## config.mk

```make
export PLATFORM = sky130hd
export DESIGN_NAME = fft_spectrum_sink
export DESIGN_NICKNAME = d
export VERILOG_FILES = /design/src/rtl/fft_spectrum_sink.sv
export SDC_FILE = /design/constraint.sdc
export NUM_CORES = 2
export LEC_CHECK = 0
export ABC_AREA = 1
export CAP_MARGIN = 5
export CORE_MARGIN = 2
export CORE_UTILIZATION = 61
export DETAILED_ROUTE_END_ITERATION = 8
export PLACE_DENSITY = 0.79
export SETUP_SLACK_MARGIN = 0.4
export SYNTH_ARGS = -nofsm -noshare
export SYNTH_HDL_FRONTEND = slang
export SYNTH_SLANG_ARGS = --single-unit
export TNS_END_PERCENT = 5
```

## constraint.sdc

```tcl
create_clock -name clk_i -period 4.5 [get_ports clk_i]
set_input_delay 0.9 -clock clk_i [delete_from_list [all_inputs] [get_ports clk_i]]
set_output_delay 0.9 -clock clk_i [all_outputs]
set_load 0.01 [all_outputs]
```

## src/rtl/fft_spectrum_sink.sv

```systemverilog
// Receive-side sink for the FFT output stream: squares and sums each complex bin,
// buffers one frame of magnitudes, tracks the peak bin, and holds the frame until acknowledged.
module fft_spectrum_sink #(
   parameter  int FFT_SIZE   = 16,
   parameter  int DATA_WIDTH = 16,
   localparam int MAG_WIDTH  = 2 * DATA_WIDTH,
   localparam int LOG2_N     = $clog2(FFT_SIZE)
) (
   input  logic                    clk_i,
   input  logic                    rst_ni,
   input  logic                    fft_valid_i,
   input  logic [2*DATA_WIDTH-1:0] fft_data_i,
   output logic                    fft_ready_o,
   input  logic                    rd_req_i,
   input  logic [LOG2_N-1:0]       rd_addr_i,
   output logic                    rd_valid_o,
   output logic [MAG_WIDTH-1:0]    rd_data_o,
   output logic                    frame_done_o,
   output logic [LOG2_N-1:0]       peak_bin_o,
   output logic [MAG_WIDTH-1:0]    peak_mag_o,
   input  logic                    frame_ack_i,
   output logic                    busy_o
);

   typedef enum logic [1:0] {
      S_COLLECT,
      S_DRAIN,
      S_HOLD
   } state_e;

   state_e state_q, state_d;

   logic [LOG2_N-1:0]           cnt_q;
   logic                        hs, last_hs, ack;
   logic signed [DATA_WIDTH-1:0] re, im;
   logic signed [MAG_WIDTH-1:0] re_x, im_x, re_prod, im_prod;
   logic [MAG_WIDTH-1:0]        re_sq_q, im_sq_q, mag;
   logic                        p_valid_q, p_last_q;
   logic [LOG2_N-1:0]           p_addr_q;
   logic [MAG_WIDTH-1:0]        mem [FFT_SIZE];
   logic                        frame_done_q, rd_valid_q;
   logic [MAG_WIDTH-1:0]        rd_data_q, peak_mag_q;
   logic [LOG2_N-1:0]           peak_bin_q;

   assign re      = fft_data_i[2*DATA_WIDTH-1:DATA_WIDTH];
   assign im      = fft_data_i[DATA_WIDTH-1:0];
   // Sign-extend before multiplying so the square is formed at full magnitude width.
   assign re_x    = MAG_WIDTH'(re);
   assign im_x    = MAG_WIDTH'(im);
   assign re_prod = re_x * re_x;
   assign im_prod = im_x * im_x;
   assign mag     = re_sq_q + im_sq_q;

   assign hs      = fft_valid_i & fft_ready_o;
   assign last_hs = hs && (cnt_q == LOG2_N'(FFT_SIZE - 1));
   assign ack     = (state_q == S_HOLD) && frame_ack_i;

   // NOTE: sequential state uses non-blocking assignments so every register samples pre-edge values.
   always_ff @(posedge clk_i or negedge rst_ni) begin
      if (!rst_ni) state_q <= S_COLLECT;
      else         state_q <= state_d;
   end

   always_comb begin
      state_d = state_q;
      unique case (state_q)
         S_COLLECT: if (last_hs)     state_d = S_DRAIN;
         S_DRAIN:   if (p_last_q)    state_d = S_HOLD;
         S_HOLD:    if (frame_ack_i) state_d = S_COLLECT;
         default:                    state_d = S_COLLECT;
      endcase
   end

   always_comb begin
      fft_ready_o = 1'b0;
      busy_o      = 1'b0;
      unique case (state_q)
         S_COLLECT: begin
            fft_ready_o = 1'b1;
            busy_o      = (cnt_q != '0);
         end
         S_DRAIN:   busy_o = 1'b1;
         default:   ;
      endcase
   end

   always_ff @(posedge clk_i or negedge rst_ni) begin
      if (!rst_ni) begin
         cnt_q     <= '0;
         p_valid_q <= 1'b0;
         p_last_q  <= 1'b0;
         p_addr_q  <= '0;
         re_sq_q   <= '0;
         im_sq_q   <= '0;
      end else begin
         if (ack)     cnt_q <= '0;
         else if (hs) cnt_q <= cnt_q + 1'b1;
         p_valid_q <= hs;
         p_last_q  <= last_hs;
         p_addr_q  <= cnt_q;
         if (hs) begin
            re_sq_q <= $unsigned(re_prod);
            im_sq_q <= $unsigned(im_prod);
         end
      end
   end

   // NOTE: the magnitude buffer has no reset; it is plain storage and only written by the pipeline.
   always_ff @(posedge clk_i) begin
      if (p_valid_q) mem[p_addr_q] <= mag;
   end

   // Strict compare keeps the lowest index on ties; the ack edge starts a fresh frame at zero.
   always_ff @(posedge clk_i or negedge rst_ni) begin
      if (!rst_ni) begin
         peak_bin_q   <= '0;
         peak_mag_q   <= '0;
         frame_done_q <= 1'b0;
      end else begin
         if (ack) begin
            peak_bin_q <= '0;
            peak_mag_q <= '0;
         end else if (p_valid_q && (mag > peak_mag_q)) begin
            peak_bin_q <= p_addr_q;
            peak_mag_q <= mag;
         end
         frame_done_q <= p_valid_q & p_last_q;
      end
   end

   always_ff @(posedge clk_i or negedge rst_ni) begin
      if (!rst_ni) begin
         rd_valid_q <= 1'b0;
         rd_data_q  <= '0;
      end else begin
         rd_valid_q <= rd_req_i;
         if (rd_req_i) rd_data_q <= mem[rd_addr_i];
      end
   end

   assign rd_valid_o   = rd_valid_q;
   assign rd_data_o    = rd_data_q;
   assign frame_done_o = frame_done_q;
   assign peak_bin_o   = peak_bin_q;
   assign peak_mag_o   = peak_mag_q;

endmodule

```

==> flow_metrics.py <==
metrics = {
    "floorplanning": {
        "die_width_um": 283.0,
        "rows": 102,
        "io_pins": 113,
        "die_area_um2": 80060,
        "die_y_um": 283.0,
        "core-area_um2": 77210,
        "start_util_pct": 61.48,
    },
    "critical_path": {
        "cp.required_ns": 4.99,
        "worst_path_largest_cell_delay_ns": 0.56,
        "path_max_fanout": 6,
        "critPathLaunchType": "primary input",
        "ff2ff_path_depth": 23,
        "rr_endpoint": "peak_mag_o[14]",
        "crit_arrival_ns": 6.13,
        "ff2ff_setup_slack_ns": 0.34,
        "path_class": "in2reg",
        "timing.rr.start": "im_sq_q[3]",
        "crit_chain": "dlygate4sd2_1, bufbuf_16, nand2_1, inv_1, fa_1, inv_1, fa_1, inv_1, fa_1, fa_2, fa_1, inv_1, fa_1, inv_1, ha_4, nand2_2, nor2_2, inv_2, nor3_4, nand3_1, nand3_1, nand2_1, nand3_2, nand2_1",
        "worstSetupEndpointType": "flop",
        "crit_slowest_cell": "fa_1",
    },
    "route": {
        "avgRoutedWirePerCell_um": 20.30,
        "ant_nets": 0,
        "wl_mm": 133.4,
        "first_iter_violations": 3610,
        "firstDrtPassIters": 6,
        "num_vias": 37830,
        "drc": 0,
        "viasPerCell": 5.759,
    },
    "sta": {
        "max_freq_mhz": 177.2,
        "timing.final.ws_setup_ns": -1.142,
        "hold_violations": 0,
        "grt_setup_unrepaired": "true",
        "maxSlewViolCount": 0,
        "finalSetupViolations": 49,
        "period_needed_ns": 5.642,
        "fin_crit_sh_pct": 125.4,
        "clock_skew_ns": 0.02561,
        "relSlewSlack_pct": 11.18,
        "worst_slew_pin_slew_ns": 1.332,
    },
    "placement": {
        "routabilityCongestion": 0.9517,
        "post_dp_cell_area_um2": 52780,
        "pre_cts_slack_ns": -2.066,
        "dp.final_hpwl_mm": 88.46,
        "io_buffer_count": 112,
    },
    "cells_and_area": {
        "area_growth_pct": 21.36,
        "post-route-cell-area_um2": 57610,
        "multiInputGateArea_um2": 25780,
        "final_cell_mix": "929 x inv_1, 784 x nand2_1, 512 x edfxtp_1",
        "fillCellCount": 4938,
        "regArea_um2": 18980,
        "layout_commonest_cell": "inv_1",
        "drive_above_1_share_pct": 19.65,
        "diodes": 0,
        "nNetsFinal": 6226,
    },
    "yosys": {
        "synth_edf_count": 512,
        "synth_area_um2": 47470,
        "synth_top_flop_cell": "edfxtp_1",
        "synth_top_cell_by_area": "edfxtp_1",
        "synth_cell_types": 49,
        "synthArstFlopShare_pct": 21.95,
        "synth_fa_ha_area_share_pct": 26.10,
        "synth.area.mux_share_pct": 0,
        "synth_fp_nets": 5725,
        "yosysTopAreaCellShare_pct": 32.39,
        "ys_seq_area_share_pct": 39.98,
        "synth-xor-area-share_pct": 1.363,
        "syn_avg_cell_area_um2": 9.543,
        "netlist_instances": 4974,
        "synth_top_family_by_area": "adder cells",
        "synth-simple-area-share_pct": 14.51,
        "ys_ff_latch": 656,
        "synth_compound_area_share_pct": 8.150,
        "ys_warn_count": 0,
        "synth_area_leaders": "edfxtp_1 32%, fa_1 20%, inv_1 7.8%",
    },
    "flow_run": {
        "drv_cap": 0,
    },
    "status": {
        "outcome": "complete, but fails checks",
        "violations": "setup timing",
    },
    "clocking": {
        "clockBufferDepth": 3,
        "clock_latency_ns": 0.61,
        "cts-root-buf": "clkbuf_16",
        "path_clk_slew_ns": 0.06,
        "cts_buffers": 66,
        "htreeDepth": 3,
        "cts_tree": "done",
        "cts_sinks": 656,
    },
    "grt": {
        "gr-total-overflow": 0,
        "first_global_vias": 39750,
        "grt_pass1_wl_mm": 209.1,
        "grt.total_usage_pct": 33.26,
        "grt_max_degree": 271,
        "antenna_found_initial": 1,
    },
    "min_path": {
        "hold_path_class": "in2async",
    },
}
-- per-layer routing --
metal	global-route usage, %	wire [um]	share of wire, %
met5	0	13	0.0097
met4	16.78	7316	5.5
met3	4.235	10410	7.8
met2	58.29	67510	51
met1	40.59	48120	36
-- Yosys cell counts (all sizes together), types with 9 or more instances --
cell / count
inv: 987
nand2: 886
edfxtp: 512
fa: 467
nor2: 455
o21ai: 334
ha: 243
nand3: 242
dfrtp: 144
clkbuf: 140
a21oi: 132
o221ai: 100
buf: 64
nand4: 43
xor2: 38
a31oi: 36
xnor2: 35
nor3: 32
o21bai: 22
o22ai: 15
a21o: 11
and2: 9
-- state kept, by name (all words and copies together), names as in the netlist, 2 cells and up --
register and count:
mem 512, peak_mag_o 32, rd_data_o 32, im_sq_q 31, re_sq_q 31, cnt_q 4, p_addr_q 4, peak_bin_o 4
state_q 2
-- worst max-delay path, delay by kind of cell --
kind / cells / cell delay, ns
buffers and inverters: 8 / 0.96
AND/OR/NAND/NOR: 9 / 0.97
adder cells (fa/ha/maj): 7 / 3.29
-- layout make-up --
| cell class | instances | area share, % |
|---|---|---|
| timing repair buffer | 637 | 9.850 |
| tap | 1040 | 2.259 |
| inverter | 990 | 6.505 |
| sequential | 656 | 32.95 |
| clock inverter | 38 | 0.5908 |
| multi-input combinational | 3124 | 44.76 |
| clock buffer | 83 | 3.089 |
-- worst max path at each step --
stage	start	endpoint	slack [ns]	depth (start not counted)
after floorplan	fft_data_i[31]	re_sq_q[31]	-1.33	24
after global placement	fft_data_i[1]	im_sq_q[18]	-2.01	23
after global routing	fft_data_i[11]	im_sq_q[26]	-1.26	24
final	fft_data_i[11]	im_sq_q[26]	-1.14	24
after detailed placement	fft_data_i[15]	im_sq_q[29]	-2.07	24
after CTS	fft_data_i[15]	im_sq_q[31]	-0.99	26
-- what timing repair did --
item / 4_1_cts / 5_1_grt
setup buffers: 56 / 2
cloned: 8 / 0
hold buffers: 0 / 0
pin swaps: 135 / 95
endpoints found under the hold margin: 0 / 0
gates resized for setup: 405 / 176
setup endpoints to repair: 56 / 89
-- cells by family after synthesis --
family | Yosys count
fa+ha+maj | 710
xor+xnor | 73
simple gates | 1681
flops | 656
compound gates | 660
buf+inv | 1194
-- per-stage QoR --
step / std cells / setup TNS [ns] / utilization, % / hold slack (ns)
finish: 6568 / -42.32 / 74.61 / 0.3803
CTS: 6566 / -39.58 / 73.81 / 0.3820
global route: 6568 / -50.19 / 74.61 / 0.3993
detailed placement: 6381 / -94.12 / 68.36 / 0.3683
floorplan: 4974 / -52.92 / - / 0.3537
global placement: 6381 / -90.54 / 68.36 / 0.3594
Power is left out: the tool's default activity adds up to more than one toggle a clock period on the data nets, which glitch-free logic cannot reach.
